--- src/rtl/dds_meas_pkg.sv ---
// Shared types for the DDS frequency meter: FSM states, result record and
// the saturating all-ones helper used for the period counter width.
package dds_meas_pkg;

  typedef enum logic [1:0] {SYNC, ARM, MEASURE, HOLD} meas_state_t;

  localparam int unsigned RES_PERIOD_W = 64;
  localparam int unsigned RES_SAMPLE_W = 32;

  // Widest supported field sizes; the meter narrows them at its ports.
  typedef struct packed {
    logic [RES_PERIOD_W-1:0]        period;
    logic                           timeout;
    logic signed [RES_SAMPLE_W-1:0] pmax;
    logic signed [RES_SAMPLE_W-1:0] pmin;
  } meas_result_t;

  function automatic logic [RES_PERIOD_W-1:0] sat_all_ones(input int unsigned width);
    if (width >= RES_PERIOD_W) return '1;
    return (64'd1 << width) - 64'd1;
  endfunction

endpackage

--- src/rtl/zero_cross_det.sv ---
// Hysteresis comparator: tracks the sign state of the sample stream and flags
// a rising zero crossing on the sample that first reaches +HYST from below.
module zero_cross_det #(
  parameter int unsigned IN_W = 14,
  parameter int unsigned HYST = 64
) (
  input  logic                   clk,
  input  logic                   rst,
  input  logic signed [IN_W-1:0] sample_in,
  input  logic                   sample_valid,
  output logic                   pos,
  output logic                   pos_known,
  output logic                   rise
);

  localparam logic signed [IN_W-1:0] HI_TH = IN_W'(HYST);
  localparam logic signed [IN_W-1:0] LO_TH = -HI_TH;

  logic above, below;

  always_comb begin
    above = (sample_in >= HI_TH);
    below = (sample_in <= LO_TH);
    rise  = sample_valid && pos_known && !pos && above;
  end

  always_ff @(posedge clk) begin
    if (rst) begin
      pos       <= 1'b0;
      pos_known <= 1'b0;
    end else if (sample_valid) begin
      if (above) begin
        pos       <= 1'b1;
        pos_known <= 1'b1;
      end else if (below) begin
        pos       <= 1'b0;
        pos_known <= 1'b1;
      end
    end
  end

endmodule

--- src/rtl/dds_freq_meter.sv ---
// Period meter: counts accepted samples across 2^AVG_LOG2 rising crossings.
// Peak max/min tracking is built only when FREQ_METER_PEAK_EN is defined.
module dds_freq_meter
  import dds_meas_pkg::*;
#(
  parameter int unsigned IN_W      = 14,
  parameter int unsigned CNT_W     = 32,
  parameter int unsigned AVG_LOG2  = 2,
  parameter int unsigned HYST      = 64,
  parameter int unsigned TIMEOUT_W = 24
) (
  input  logic                   clk,
  input  logic                   rst,
  input  logic signed [IN_W-1:0] sample_in,
  input  logic                   sample_valid,
  output logic                   result_valid,
  input  logic                   result_ready,
  output logic [CNT_W-1:0]       period_cycles,
  output logic                   meas_timeout,
  output logic signed [IN_W-1:0] peak_max,
  output logic signed [IN_W-1:0] peak_min,
  output logic                   busy
);

  localparam int unsigned XW = AVG_LOG2 + 1;
  localparam logic [CNT_W-1:0] CNT_MAX  = CNT_W'(sat_all_ones(CNT_W));
  localparam logic [XW-1:0]    X_ONE    = XW'(1);
  localparam logic [XW-1:0]    X_TARGET = XW'(1 << AVG_LOG2);

  meas_state_t            state;
  meas_result_t           res;
  logic [CNT_W-1:0]       count, count_inc;
  logic [XW-1:0]          crossings, crossings_inc;
  logic [TIMEOUT_W-1:0]   tmo, tmo_inc;
  logic                   pos_known, rise, done, expired;
  logic                   unused_pos, unused_res;

  zero_cross_det #(.IN_W(IN_W), .HYST(HYST)) u_zcd (
    .clk          (clk),
    .rst          (rst),
    .sample_in    (sample_in),
    .sample_valid (sample_valid),
    .pos          (unused_pos),
    .pos_known    (pos_known),
    .rise         (rise)
  );

  always_comb begin
    count_inc     = (count == CNT_MAX) ? count : count + CNT_W'(1);
    tmo_inc       = tmo + TIMEOUT_W'(1);
    crossings_inc = crossings + X_ONE;
    done          = rise && (crossings_inc == X_TARGET);
    expired       = (tmo_inc == '1);
  end

`ifdef FREQ_METER_PEAK_EN
  logic signed [IN_W-1:0] pmax_q, pmin_q, pmax_n, pmin_n;

  always_comb begin
    pmax_n = (sample_in > pmax_q) ? sample_in : pmax_q;
    pmin_n = (sample_in < pmin_q) ? sample_in : pmin_q;
  end

  assign peak_max = res.pmax[IN_W-1:0];
  assign peak_min = res.pmin[IN_W-1:0];
`else
  assign peak_max = '0;
  assign peak_min = '0;
`endif

  assign period_cycles = res.period[CNT_W-1:0];
  assign meas_timeout  = res.timeout;
  assign unused_res    = ^{res.period, res.pmax, res.pmin};

  always_ff @(posedge clk) begin
    if (rst) begin
      state        <= SYNC;
      res          <= '0;
      count        <= '0;
      crossings    <= '0;
      tmo          <= '0;
      result_valid <= 1'b0;
      busy         <= 1'b0;
`ifdef FREQ_METER_PEAK_EN
      pmax_q       <= '0;
      pmin_q       <= '0;
`endif
    end else begin
      case (state)
        SYNC: if (pos_known) begin
          state <= ARM;
          busy  <= 1'b1;
        end
        ARM: if (rise) begin
          count     <= '0;
          crossings <= '0;
          tmo       <= '0;
          state     <= MEASURE;
`ifdef FREQ_METER_PEAK_EN
          pmax_q    <= sample_in;
          pmin_q    <= sample_in;
`endif
        end
        MEASURE: if (sample_valid) begin
          count <= count_inc;
          tmo   <= tmo_inc;
          if (rise) crossings <= crossings_inc;
`ifdef FREQ_METER_PEAK_EN
          pmax_q <= pmax_n;
          pmin_q <= pmin_n;
          res.pmax <= RES_SAMPLE_W'(pmax_n);
          res.pmin <= RES_SAMPLE_W'(pmin_n);
`endif
          // Completion is tested first so it wins over a same-cycle timeout.
          if (done || expired) begin
            res.period   <= done ? RES_PERIOD_W'(count_inc) : RES_PERIOD_W'(CNT_MAX);
            res.timeout  <= !done;
            result_valid <= 1'b1;
            busy         <= 1'b0;
            state        <= HOLD;
          end
        end
        HOLD: if (result_valid && result_ready) begin
          result_valid <= 1'b0;
          busy         <= 1'b1;
          state        <= ARM;
        end
        default: state <= SYNC;
      endcase
    end
  end

endmodule

--- config.mk ---
export PLATFORM = sky130hd
export DESIGN_NAME = dds_freq_meter
export DESIGN_NICKNAME = d
export VERILOG_FILES = /design/src/rtl/dds_meas_pkg.sv /design/src/rtl/zero_cross_det.sv /design/src/rtl/dds_freq_meter.sv
export SDC_FILE = /design/constraint.sdc
export NUM_CORES = 1
export LEC_CHECK = 0
export CAP_MARGIN = 30
export CORE_ASPECT_RATIO = 1.1
export CORE_MARGIN = 2
export CORE_UTILIZATION = 45
export CTS_CLUSTER_SIZE = 14
export DETAILED_ROUTE_END_ITERATION = 10
export PLACE_DENSITY = 0.77
export REMOVE_ABC_BUFFERS = 1
export SKIP_CTS_REPAIR_TIMING = 1
export SLEW_MARGIN = 0
export SYNTH_ARGS = -nofsm -noshare
export SYNTH_HDL_FRONTEND = slang
export SYNTH_SLANG_ARGS = --single-unit
export TNS_END_PERCENT = 20
--- constraint.sdc ---
create_clock -name clk -period 8.6 [get_ports clk]
set_input_delay 1.72 -clock clk [delete_from_list [all_inputs] [get_ports clk]]
set_output_delay 1.72 -clock clk [all_outputs]
set_load 0.01 [all_outputs]
; Word-level counts from Yosys, hierarchy flattened
; Index checks and enable logic that the tools add are counted.
[op_classes]
add_sub_neg = 3
order_cmp = 2
eq_ne = 12
muxes = 31
n_reduce_logical = 20
[ops]
columns = cell, n
row1 = two-way mux 32 bit, 4
row2 = case mux 32 bit (2 select lines), 1
row3 = two-way mux 24 bit, 2
row4 = case mux 24 bit (2 select lines), 1
row5 = adder 32 x 1 -> 32 bit (second input constant), 1
row6 = == test 32 bit (second input constant), 1
row7 = adder 24 x 1 -> 24 bit (second input constant), 1
row8 = == test 24 bit (second input constant), 1
row9 = >= comparator 14 x 8 -> 1 bit (second input constant), 1
row10 = less-or-equal comparator 14 x 7 -> 1 bit (second input constant), 1
row11 = two-way mux 1 bit, 11
row12 = two-way mux 2 bit, 5
row13 = != test 2 bit (second input constant), 5
row14 = AND reduction 5 bit, 2
row15 = two-way mux 3 bit, 3
row16 = case mux 2 bit (4 select lines), 1
row17 = AND reduction 4 bit, 2
row18 = case mux 3 bit (2 select lines), 1
row19 = AND reduction 3 bit, 2
row20 = nonzero test 2 bit, 3
row21 = logical AND 1 bit, 5
row22 = == test 2 bit (second input constant), 2
row23 = adder 3 x 1 -> 3 bit (second input constant), 1
row24 = == test 3 bit (second input constant), 1
row25 = 9 further kinds, 10
[word_totals]
regBits = 98
in_bits = 18
out_inout_bits = 63
elab_cells = 78

; Logic depth before layout (Yosys ltp)
; Gate-level depths: netlist of run 1.
[depth]
word_depth = 8
ltp_mapped = 11
ltp_nobuf = 8

; Modules after synthesis
; Synthesis of run 1 repeated with hierarchy kept, for this count alone.
[hier_totals]
cells_unflattened = 719
area_unflattened_um2 = 5610.4
[modules_own_cells]
columns = mod, instances, cells_per_inst, area_each_um2, seq_area_each_um2
row1 = dds_freq_meter, 1, 699, 5442.7, 1921.8
row2 = zero_cross_det, 1, 20, 167.7, 40.0

; Least setup slack after synthesis of run 1
; No wires, ideal clock.
[synth_timing]
path_kind = input -> register
from = input sample_in[10]
to = register count[17]
setup_ns = 0.128
arrival_ns = 3.286
required_time_ns = 8.472
slack_ns = 5.187
stages = 9
path_buffers = 2
path_cell_list = nor4_1 > a211oi_1 > nand2_1 > a21o_1 > clkbuf_1 > clkbuf_1 > o21ai_0 > a22oi_1 > nor2_1
[synth_between]
elab_chain_cells = 4
[synth_lines]
columns = item, line
row1 = "start, declared", dds_freq_meter.sv:14  ; input logic signed [IN_W-1:0] sample_in,
row2 = >= comparator 14 x 8 -> 1 bit, zero_cross_det.sv:22  ; above = (sample_in >= HI_TH);
row3 = logical AND 1 bit, zero_cross_det.sv:24  ; rise = sample_valid && pos_known && !pos && above;
row4 = != test 2 bit (no source line), --
row5 = AND reduction 3 bit (no source line), --
row6 = "end signal, assigned", dds_freq_meter.sv:105  ; count <= count_inc;
row7 = "end, declared", dds_freq_meter.sv:32  ; logic [CNT_W-1:0] count, count_inc;
; No other way between the ends.
; A chain may end at the register's enable or synchronous reset.

; Worst setup path in the final report of run 1
[layout_timing]
from = input sample_in[10]
to = register count[16]
; Same word-level chain as after synthesis.

==> results of run 1 <==
[flip-flops by register name, summed over array words and instances (netlist names)]
name and flops:
u_zcd.pos 1, period_cycles 32, busy 1, crossings 3, result_valid 1, state 2, tmo 24, u_zcd.pos_known 1
count 32, meas_timeout 1
[per-stage QoR]
stage	hold WS (ns)	total power, W	instance area [µm²]	utilization	instances
detailed placement	0.448	0.000696	6160	0.491	897
floorplan	0.447	0.000621	5390	-	683
CTS	0.461	0.00115	6500	0.518	913
global placement	0.444	0.000693	6160	0.491	897
global route	0.478	0.00120	6500	0.518	913
finish	0.461	0.00115	6500	0.518	913
[cell type report]
cell class / count / area, µm²
Inverter: 43 / 161
Clock buffer: 13 / 270
Clock inverter: 3 / 68.8
Timing Repair Buffer: 57 / 553
Multi-Input combinational cell: 542 / 3290
Sequential cell: 98 / 1960
Fill cell: 1220 / 6040
Tap cell: 157 / 196
[worst max-delay path: cells and delay by family]
family / cells / cell delay (ns)
compound gates: 4 / 1.21
buf+inv: 2 / 0.90
simple gates: 3 / 0.67
[worst paths after layout]
kind                               endpoint  depth (start not counted)  slack [ns]                 startpoint
min               meas_timeout$_SDFFE_PP0P_                          2        0.46  meas_timeout$_SDFFE_PP0P_
max                  count[16]$_SDFFE_PP0P_                          9        4.30              sample_in[10]
min reg2reg       meas_timeout$_SDFFE_PP0P_                          2        0.46  meas_timeout$_SDFFE_PP0P_
max reg2reg  period_cycles[11]$_SDFFE_PP0P_                          9        5.07        tmo[1]$_SDFFE_PP0P_
[cell families after synthesis]
logic type,Yosys count,share of synthesized area
other cells,1,0.000653
mux,4,0.00697
buf+inv,123,0.107
compound gates,188,0.213
xor+xnor,35,0.0534
fa+ha+maj,10,0.0218
simple gates,277,0.255
flops,98,0.341
[power groups by stage]
stage,Sequential [W],Combinational [W],Clock [W]
after detailed placement,0.000480,0.000216,0
after global placement,0.000480,0.000213,0
after global routing,0.000471,0.000246,0.000482
after CTS,0.000469,0.000217,0.000465
final,0.000469,0.000220,0.000459
after floorplan,0.000479,0.000142,0
[Yosys cell counts (2+ instances only)]
master | instances | share of area
nand4b_1 | 4 | 0.0061
nand2_1 | 48 | 0.031
a2111o_1 | 2 | 0.0039
o31ai_1 | 2 | 0.0026
or4_4 | 2 | 0.0039
inv_1 | 43 | 0.028
buf_2 | 4 | 0.0035
nand3_1 | 25 | 0.022
nand4_1 | 17 | 0.019
o21bai_1 | 2 | 0.0026
nor2_1 | 82 | 0.054
or3_1 | 12 | 0.013
a211o_1 | 2 | 0.0030
nor4_4 | 2 | 0.0074
and3_1 | 10 | 0.011
o21a_1 | 2 | 0.0026
a221oi_1 | 30 | 0.046
o21ai_0 | 42 | 0.037
mux2i_1 | 4 | 0.0070
xnor2_1 | 20 | 0.030
nor4_1 | 15 | 0.016
a31oi_1 | 14 | 0.015
buf_4 | 31 | 0.041
ha_1 | 10 | 0.022
buf_6 | 3 | 0.0059
a22oi_1 | 9 | 0.012
nor2b_1 | 3 | 0.0033
a311oi_1 | 13 | 0.020
a211oi_1 | 7 | 0.0091
or2_2 | 3 | 0.0033
a21oi_1 | 54 | 0.047
nor3b_1 | 2 | 0.0026
clkbuf_1 | 41 | 0.027
nand2b_1 | 5 | 0.0054
dfxtp_1 | 98 | 0.34
a21boi_0 | 2 | 0.0026
and2_1 | 2 | 0.0022
or4_1 | 3 | 0.0039
nor3_1 | 23 | 0.020
a21o_1 | 3 | 0.0039
xor2_1 | 15 | 0.023
nor4b_1 | 2 | 0.0030
and4_1 | 8 | 0.012
[layer usage]
metal / track usage / wire [µm] / vias up
met1: 0.245 / 6070 / 2436
met3: 0.0296 / 494 / 26
met4: 0.0756 / 283 / 0
li1: - / - / 2630
met5: 0 / 0 / -
met2: 0.335 / 6330 / 119
==> impl_metrics.yaml, run 1 <==
grt:
  grt_start_max_net_pins: 71
  globalRouteOverflowTotal: 0
  grt_pass1_vias: 4830
  antenna_found_initial: 0
  track_usage: 0.194
  grt_first_pass_wirelength_um: 22300
placed_design:
  post-place-ws_ns: 4.01
  place.port_buffers: 52
  gp_congestion: 0.905
  hpwl_um: 8770
critical_path:
  cp_slowest_cell: "a21o_1"
  crit_type: "primary input to flop"
  crit_path_max_fanout: 41
  cp_data_required_time_ns: 8.81
  endpoint_kind: "flop"
  worstPathCellList: "clkdlybuf4s50_1 -> nor4_1 -> a211oi_1 -> nand2_1 -> a21o_1 -> buf_4 -> o21ai_0 -> a21oi_1 -> nor2_1"
  crit_arrival_ns: 4.51
  critPathLaunchType: "primary input"
  max_stage_delay_ns: 0.63
clock_tree:
  htreeDepth: 3
  cts_tree: "yes"
  insertion_delay_ns: 0.35
  clock_sinks: 98
  cts-root-buf: "clkbuf_16"
  clk_pin_slew_ns: 0.07
  cts_made_buffers: 9
  cts.path.max_buffers: 2
power_and_ir_drop:
  power_leakage_nw: 2.07
  power.switching_w: 0.000342
  clkPwrFrac: 0.400
  p_per_area_nw_per_um2: 177
  power_frac_comb: 0.192
  switching_share: 0.298
  power.share.sequential: 0.409
  p_int_w: 0.000806
  irDropWorstVdd_mv: 0.0952
final_layout:
  final_layout_size_suffix_gt1_frac: 0.0516
  layout_common_cells: "98 x dfxtp_1, 81 x nor2_1, 53 x a21oi_1"
  synthToLayoutAreaGrowth_pct: 13.1
  n_antenna_cell: 0
  nets: 779
  final_common_cell: "dfxtp_1"
logic_synthesis:
  synth_edf_count: 0
  synthDistinctLibCells: 58
  synth-seq-cells: 98
  synth_ff_type: "dfxtp_1"
  yosysWarnings: 0
  synthCells: 736
  synth-async-reset-ratio: 0
  syn_avg_cell_area_um2: 7.81
  netlist_area_um2: 5750
  synth.yosys.seq_area_share: 0.341
sta:
  finalSetupViolations: 0
  relSlewSlack: 0.356
  hold_viol_final: 0
  postLayoutSetupSlackWorst_ns: 4.30
  fin_skew_ns: 0.00514
  setup_tns_ns: 0
  period_share: 0.500
  max_freq_mhz: 233
  layout_min_cycle_time_ns: 4.30
  drv_slew: 0
  worst_pin_slew_ns: 0.964
  rsz0062_at_grt: "false"
floorplanning:
  rows: 43
  die_w_um: 112
  dieArea_um2: 13700
  pin_count: 81
  dieHeight_um: 123
  core-area_um2: 12500
  start_util: 0.458
drt:
  dr.pass1.iters: 4
  drtIter0Drc: 421
  post_drt_via_cell_ratio: 5.71
  wl_per_cell_um: 14.4
  ant_nets: 0
  vias: 5211
  drc: 0
  wirelength_um: 13200
run:
  cap_violations: 0
run_status:
  outcome: "completed"
hold_path:
  hold_path_class: "flop to flop"
(Power assumes the default switching activity.)
==> inputs of run 2 (changes only) <==
==> constraint.sdc (replaced) <==
create_clock -name clk -period 4.4 [get_ports clk]
set_input_delay 0.88 -clock clk [delete_from_list [all_inputs] [get_ports clk]]
set_output_delay 0.88 -clock clk [all_outputs]
set_load 0.01 [all_outputs]
==> run 2 against run 1 <==
- sequential share of layout area stayed put
- utilization did not move
- critical endpoint is now period_cycles[12]$_SDFFE_PP0P_
- worst setup slack worse by 3.4 ns
- first-iteration DRC count up 5.0%
- clock power up 77%
==> impl_metrics.yaml, run 2 (synthesized netlist as in run 1, its figures left out) <==
run_status:
  outcome: "completed"
drt:
  route.met2.wl_um: 6370
  dr.pass1.iters: 5
  wl_per_cell_um: 14.3
  vias: 5185
  met3_length_um: 586
  wirelength_um: 13100
  post_drt_via_cell_ratio: 5.67
  top_layer_used: "met4"
  wl_met1_um: 5880
  drtIter0Drc: 442
  ant_nets: 0
  drc: 0
critical_path:
  critPathLaunchType: "flop"
  max_stage_delay_ns: 0.59
  worstReg2RegEnd: "period_cycles[12]$_SDFFE_PP0P_"
  cp_slowest_cell: "or4_4"
  worstPathCellList: "ha_1 -> nand3_4 -> nor4_4 -> a21oi_1 -> or4_4 -> nor4_1 -> o21bai_2 -> buf_4 -> a221oi_1"
  crit_path_max_fanout: 33
  r2r_slack_ns: 0.95
  crit_arrival_ns: 3.70
  reg2reg_depth: 9
  endpoint_kind: "flop"
  path_depth: 9
  rr_startpoint: "tmo[1]$_SDFFE_PP0P_"
  cp_data_required_time_ns: 4.65
  crit_type: "flop to flop"
  critical_path_buf_inv_count: 1
  crit_family: "simple AND/OR/NAND/NOR gates"
sta:
  setup_tns_ns: 0
  drv_slew: 0
  hold_viol_final: 0
  fin_skew_ns: 0.00742
  relSlewSlack: 0.443
  finalSetupViolations: 0
  worst_pin_slew_ns: 0.836
  max_freq_mhz: 290
  period_share: 0.785
  rsz0062_at_grt: "false"
  layout_min_cycle_time_ns: 3.45
hold_path:
  min_to: "meas_timeout$_SDFFE_PP0P_"
  worstHoldStart: "meas_timeout$_SDFFE_PP0P_"
  hold_path_class: "flop to flop"
  hold_path_depth: 2
clock_tree:
  cts_tree: "yes"
  clock_sinks: 98
  clk_pin_slew_ns: 0.07
  cts.path.max_buffers: 2
  insertion_delay_ns: 0.35
  cts_made_buffers: 9
  cts-root-buf: "clkbuf_16"
  htreeDepth: 3
final_layout:
  regArea_um2: 1960
  final_common_cell: "dfxtp_1"
  n_fill_cell: 1197
  synthToLayoutAreaGrowth_pct: 13.1
  layout_common_cells: "98 x dfxtp_1, 81 x nor2_1, 53 x a21oi_1"
  n_antenna_cell: 0
  final_layout_size_suffix_gt1_frac: 0.0541
  multiInputGateArea_um2: 3280
  nets: 781
  final_core_util: 0.518
power_and_ir_drop:
  total_power_w: 0.00218
  irDropWorstVdd_mv: 0.225
  p_per_area_nw_per_um2: 335
  power_leakage_nw: 2.07
floorplanning:
  die_w_um: 112
  dieHeight_um: 123
  pin_count: 81
  dieArea_um2: 13700
  start_util: 0.458
  core-area_um2: 12500
  rows: 43
run:
  cap_violations: 0
placed_design:
  gp_congestion: 0.854
  hpwl_um: 8810
  place.port_buffers: 52
grt:
  track_usage: 0.197
  grt_first_pass_wirelength_um: 22500
  antenna_found_initial: 0
  grt_start_max_net_pins: 79
  grt_pass1_vias: 4799
  globalRouteOverflowTotal: 0
run 2: layout make-up:
cell class | instances | area share
clock buffers | 12 | 0.0395
clock inverters | 4 | 0.00770
inverters | 43 | 0.0248
multi-input cells | 542 | 0.505
flip-flops and latches | 98 | 0.302
well taps | 157 | 0.0302
repair buffers | 59 | 0.0913
run 2: worst register-to-register path, stage by stage, from the launching register on:
cell	delay, ns
dfxtp_1	0.49
ha_1	0.40
nand3_4	0.17
nor4_4	0.47
a21oi_1	0.12
or4_4	0.59
nor4_1	0.44
o21bai_2	0.08
buf_4	0.24
a221oi_1	0.34
run 2: worst max-delay path by stage:
| stage | startpoint | end |
|---|---|---|
| floorplan | tmo[4]$_SDFFE_PP0P_ | period_cycles[0]$_SDFFE_PP0P_ |
| global placement | sample_in[10] | count[22]$_SDFFE_PP0P_ |
| detailed placement | sample_valid | count[18]$_SDFFE_PP0P_ |
| CTS | tmo[1]$_SDFFE_PP0P_ | period_cycles[25]$_SDFFE_PP0P_ |
| global route | tmo[1]$_SDFFE_PP0P_ | period_cycles[7]$_SDFFE_PP0P_ |
| finish | tmo[1]$_SDFFE_PP0P_ | period_cycles[12]$_SDFFE_PP0P_ |
run 2: metrics by stage:
| stage | cells | hold WS [ns] | cell area, µm² | setup slack, ns |
|---|---|---|---|---|
| after detailed placement | 899 | 0.456 | 6190 | 0.878 |
| after global placement | 899 | 0.446 | 6190 | 0.967 |
| after global routing | 915 | 0.486 | 6500 | 0.692 |
| after floorplan | 683 | 0.447 | 5390 | 1.17 |
| final | 915 | 0.458 | 6500 | 0.948 |
| after CTS | 915 | 0.466 | 6500 | 0.973 |
run 2: routing by layer:
layer | vias up | global-route usage
met5 | - | 0
met4 | 0 | 0.0802
met3 | 17 | 0.0400
met2 | 127 | 0.336
met1 | 2408 | 0.244
li1 | 2633 | -
run 2: report_power, final:
group	leakage (nW)	internal, W	switching (W)
logic	1.13	0.000144	0.000306
registers	0.790	0.000901	0.0000167
clock network	0.145	0.000471	0.000340
total	2.07	0.00152	0.000663
==> inputs of run 3 (changes only) <==
--- a/config.mk
+++ b/config.mk
@@ -11,7 +11,7 @@
 export CORE_UTILIZATION = 45
 export CTS_CLUSTER_SIZE = 14
 export DETAILED_ROUTE_END_ITERATION = 10
-export PLACE_DENSITY = 0.77
+export PLACE_DENSITY = 0.79
 export REMOVE_ABC_BUFFERS = 1
 export SKIP_CTS_REPAIR_TIMING = 1
 export SLEW_MARGIN = 0
==> constraint.sdc (replaced) <==
create_clock -name clk -period 3 [get_ports clk]
set_input_delay 0.6 -clock clk [delete_from_list [all_inputs] [get_ports clk]]
set_output_delay 0.6 -clock clk [all_outputs]
set_load 0.01 [all_outputs]
==> run 3 against run 2 <==
- worst hold slack worse by 0.0030 ns
- sequential power rose by 46%
- power is 49% higher
- flip-flop and latch count is the same
- critical path type unchanged
- largest cell class unchanged
- highest routed layer unchanged
==> impl_metrics.yaml, run 3 (synthesized netlist as in run 1, its figures left out) <==
run_status:
  outcome: "completed"
floorplanning:
  dieArea_um2: 13700
  dieHeight_um: 123
  start_util: 0.458
  rows: 43
  die_w_um: 112
  pin_count: 81
  core-area_um2: 12500
final_layout:
  final_core_util: 0.540
  nets: 813
  final_layout_size_suffix_gt1_frac: 0.0951
  final_common_cell: "dfxtp_1"
  layout_common_cells: "98 x dfxtp_1, 81 x nor2_1, 53 x a21oi_1"
  design_area_um2: 6770
  regArea_um2: 1960
  synthToLayoutAreaGrowth_pct: 17.8
  multiInputGateArea_um2: 3290
  n_fill_cell: 1165
  n_antenna_cell: 0
clock_tree:
  cts_tree: "yes"
  clk_pin_slew_ns: 0.07
  cts-root-buf: "clkbuf_16"
  clock_sinks: 98
  cts_made_buffers: 9
  htreeDepth: 3
  insertion_delay_ns: 0.34
  cts.path.max_buffers: 2
run:
  cap_violations: 0
grt:
  globalRouteOverflowTotal: 0
  antenna_found_initial: 0
  grt_pass1_vias: 4946
  track_usage: 0.204
  grt_start_max_net_pins: 83
  grt_first_pass_wirelength_um: 23400
critical_path:
  worstPathCellList: "ha_1 -> nand3_4 -> xor2_1 -> or4_1 -> a2111o_1 -> or4_4 -> a211o_1 -> a31oi_1"
  endpoint: "result_valid$_SDFFE_PP0P_"
  cp_data_required_time_ns: 3.28
  reg2reg_depth: 8
  path_depth: 8
  crit_path_max_fanout: 7
  critPathLaunchType: "flop"
  crit_family: "simple AND/OR/NAND/NOR gates"
  crit_arrival_ns: 3.10
  crit_start: "tmo[0]$_SDFFE_PP0P_"
  crit_type: "flop to flop"
  endpoint_kind: "flop"
  r2r_slack_ns: 0.17
  cp_slowest_cell: "or4_1"
  worstReg2RegEnd: "result_valid$_SDFFE_PP0P_"
  rr_startpoint: "tmo[0]$_SDFFE_PP0P_"
  max_stage_delay_ns: 0.51
  critical_path_buf_inv_count: 0
sta:
  finalSetupViolations: 0
  relSlewSlack: 0.581
  fin_skew_ns: 0.00572
  period_share: 0.942
  layout_min_cycle_time_ns: 2.83
  hold_slack_ns: 0.455
  max_freq_mhz: 354
  hold_viol_final: 0
  drv_slew: 0
  setup_tns_ns: 0
  rsz0062_at_grt: "false"
  worst_pin_slew_ns: 0.629
power_and_ir_drop:
  p_per_area_nw_per_um2: 481
  total_power_w: 0.00326
  irDropWorstVdd_mv: 0.394
  power_leakage_nw: 2.25
placed_design:
  gp_congestion: 0.938
  place.port_buffers: 52
  hpwl_um: 9530
  post_dp_cell_area_um2: 6460
hold_path:
  worstHoldStart: "meas_timeout$_SDFFE_PP0P_"
  hold_path_class: "flop to flop"
drt:
  post_drt_via_cell_ratio: 5.78
  drtIter0Drc: 498
  ant_nets: 0
  vias: 5471
  dr.pass1.iters: 5
  wl_per_cell_um: 14.8
  drc: 0
  wirelength_um: 14000
==> run 3: cell types whose count changed in the layout (fill, tap and decap cells not counted) <==
cell	change
nor4_2	+2
buf_4	+30
clkinv_4	+1
clkbuf_8	-1
clkinvlp_4	-2
clkbuf_1	-1
buf_12	+2
nor4_1	-2
inv_6	+2
==> run 3: through the flow <==
| stage | worst slack [ns] | std cells |
|---|---|---|
| after floorplan | -0.233 | 683 |
| after global placement | 0.209 | 931 |
| after detailed placement | 0.122 | 931 |
| after CTS | 0.110 | 946 |
| after global routing | 0.0694 | 946 |
| final | 0.173 | 946 |
==> run 3: worst min path at each step <==
stage / to / slack, ns / cells past startpoint
detailed placement: meas_timeout$_SDFFE_PP0P_ / 0.45 / 2
floorplan: crossings[1]$_SDFFE_PP0P_ / 0.45 / 2
finish: meas_timeout$_SDFFE_PP0P_ / 0.45 / 2
global route: period_cycles[22]$_SDFFE_PP0P_ / 0.49 / 2
global placement: meas_timeout$_SDFFE_PP0P_ / 0.45 / 2
CTS: meas_timeout$_SDFFE_PP0P_ / 0.46 / 2
==> run 3: worst reg2reg max path, cell delays in order, from the launching register on <==
cell and delay [ns]:
dfxtp_1 0.34, ha_1 0.22, nand3_4 0.14, xor2_1 0.17
or4_1 0.51, a2111o_1 0.41, or4_4 0.51, a211o_1 0.30
a31oi_1 0.15
==> run 3: per-layer routing <==
layer,GRT usage,part of all wire
met1,0.252,0.43
met2,0.367,0.50
met3,0.0341,0.060
met4,0.0571,0.016
met5,0,0
==> run 3: layout make-up <==
cell class,count,share of cell area
Clock inverter,5,0.00906
Clock buffer,10,0.0353
Timing Repair Buffer,91,0.127
Sequential cell,98,0.290
Tap cell,157,0.0290
Multi-Input combinational cell,542,0.486
Inverter,43,0.0238
==> run 3: power breakdown <==
part	internal, W	switching [W]	leakage, nW
clock network	0.000671	0.000513	0.149
registers	0.00132	0.0000217	0.790
logic	0.000260	0.000468	1.31
total	0.00225	0.00100	2.25
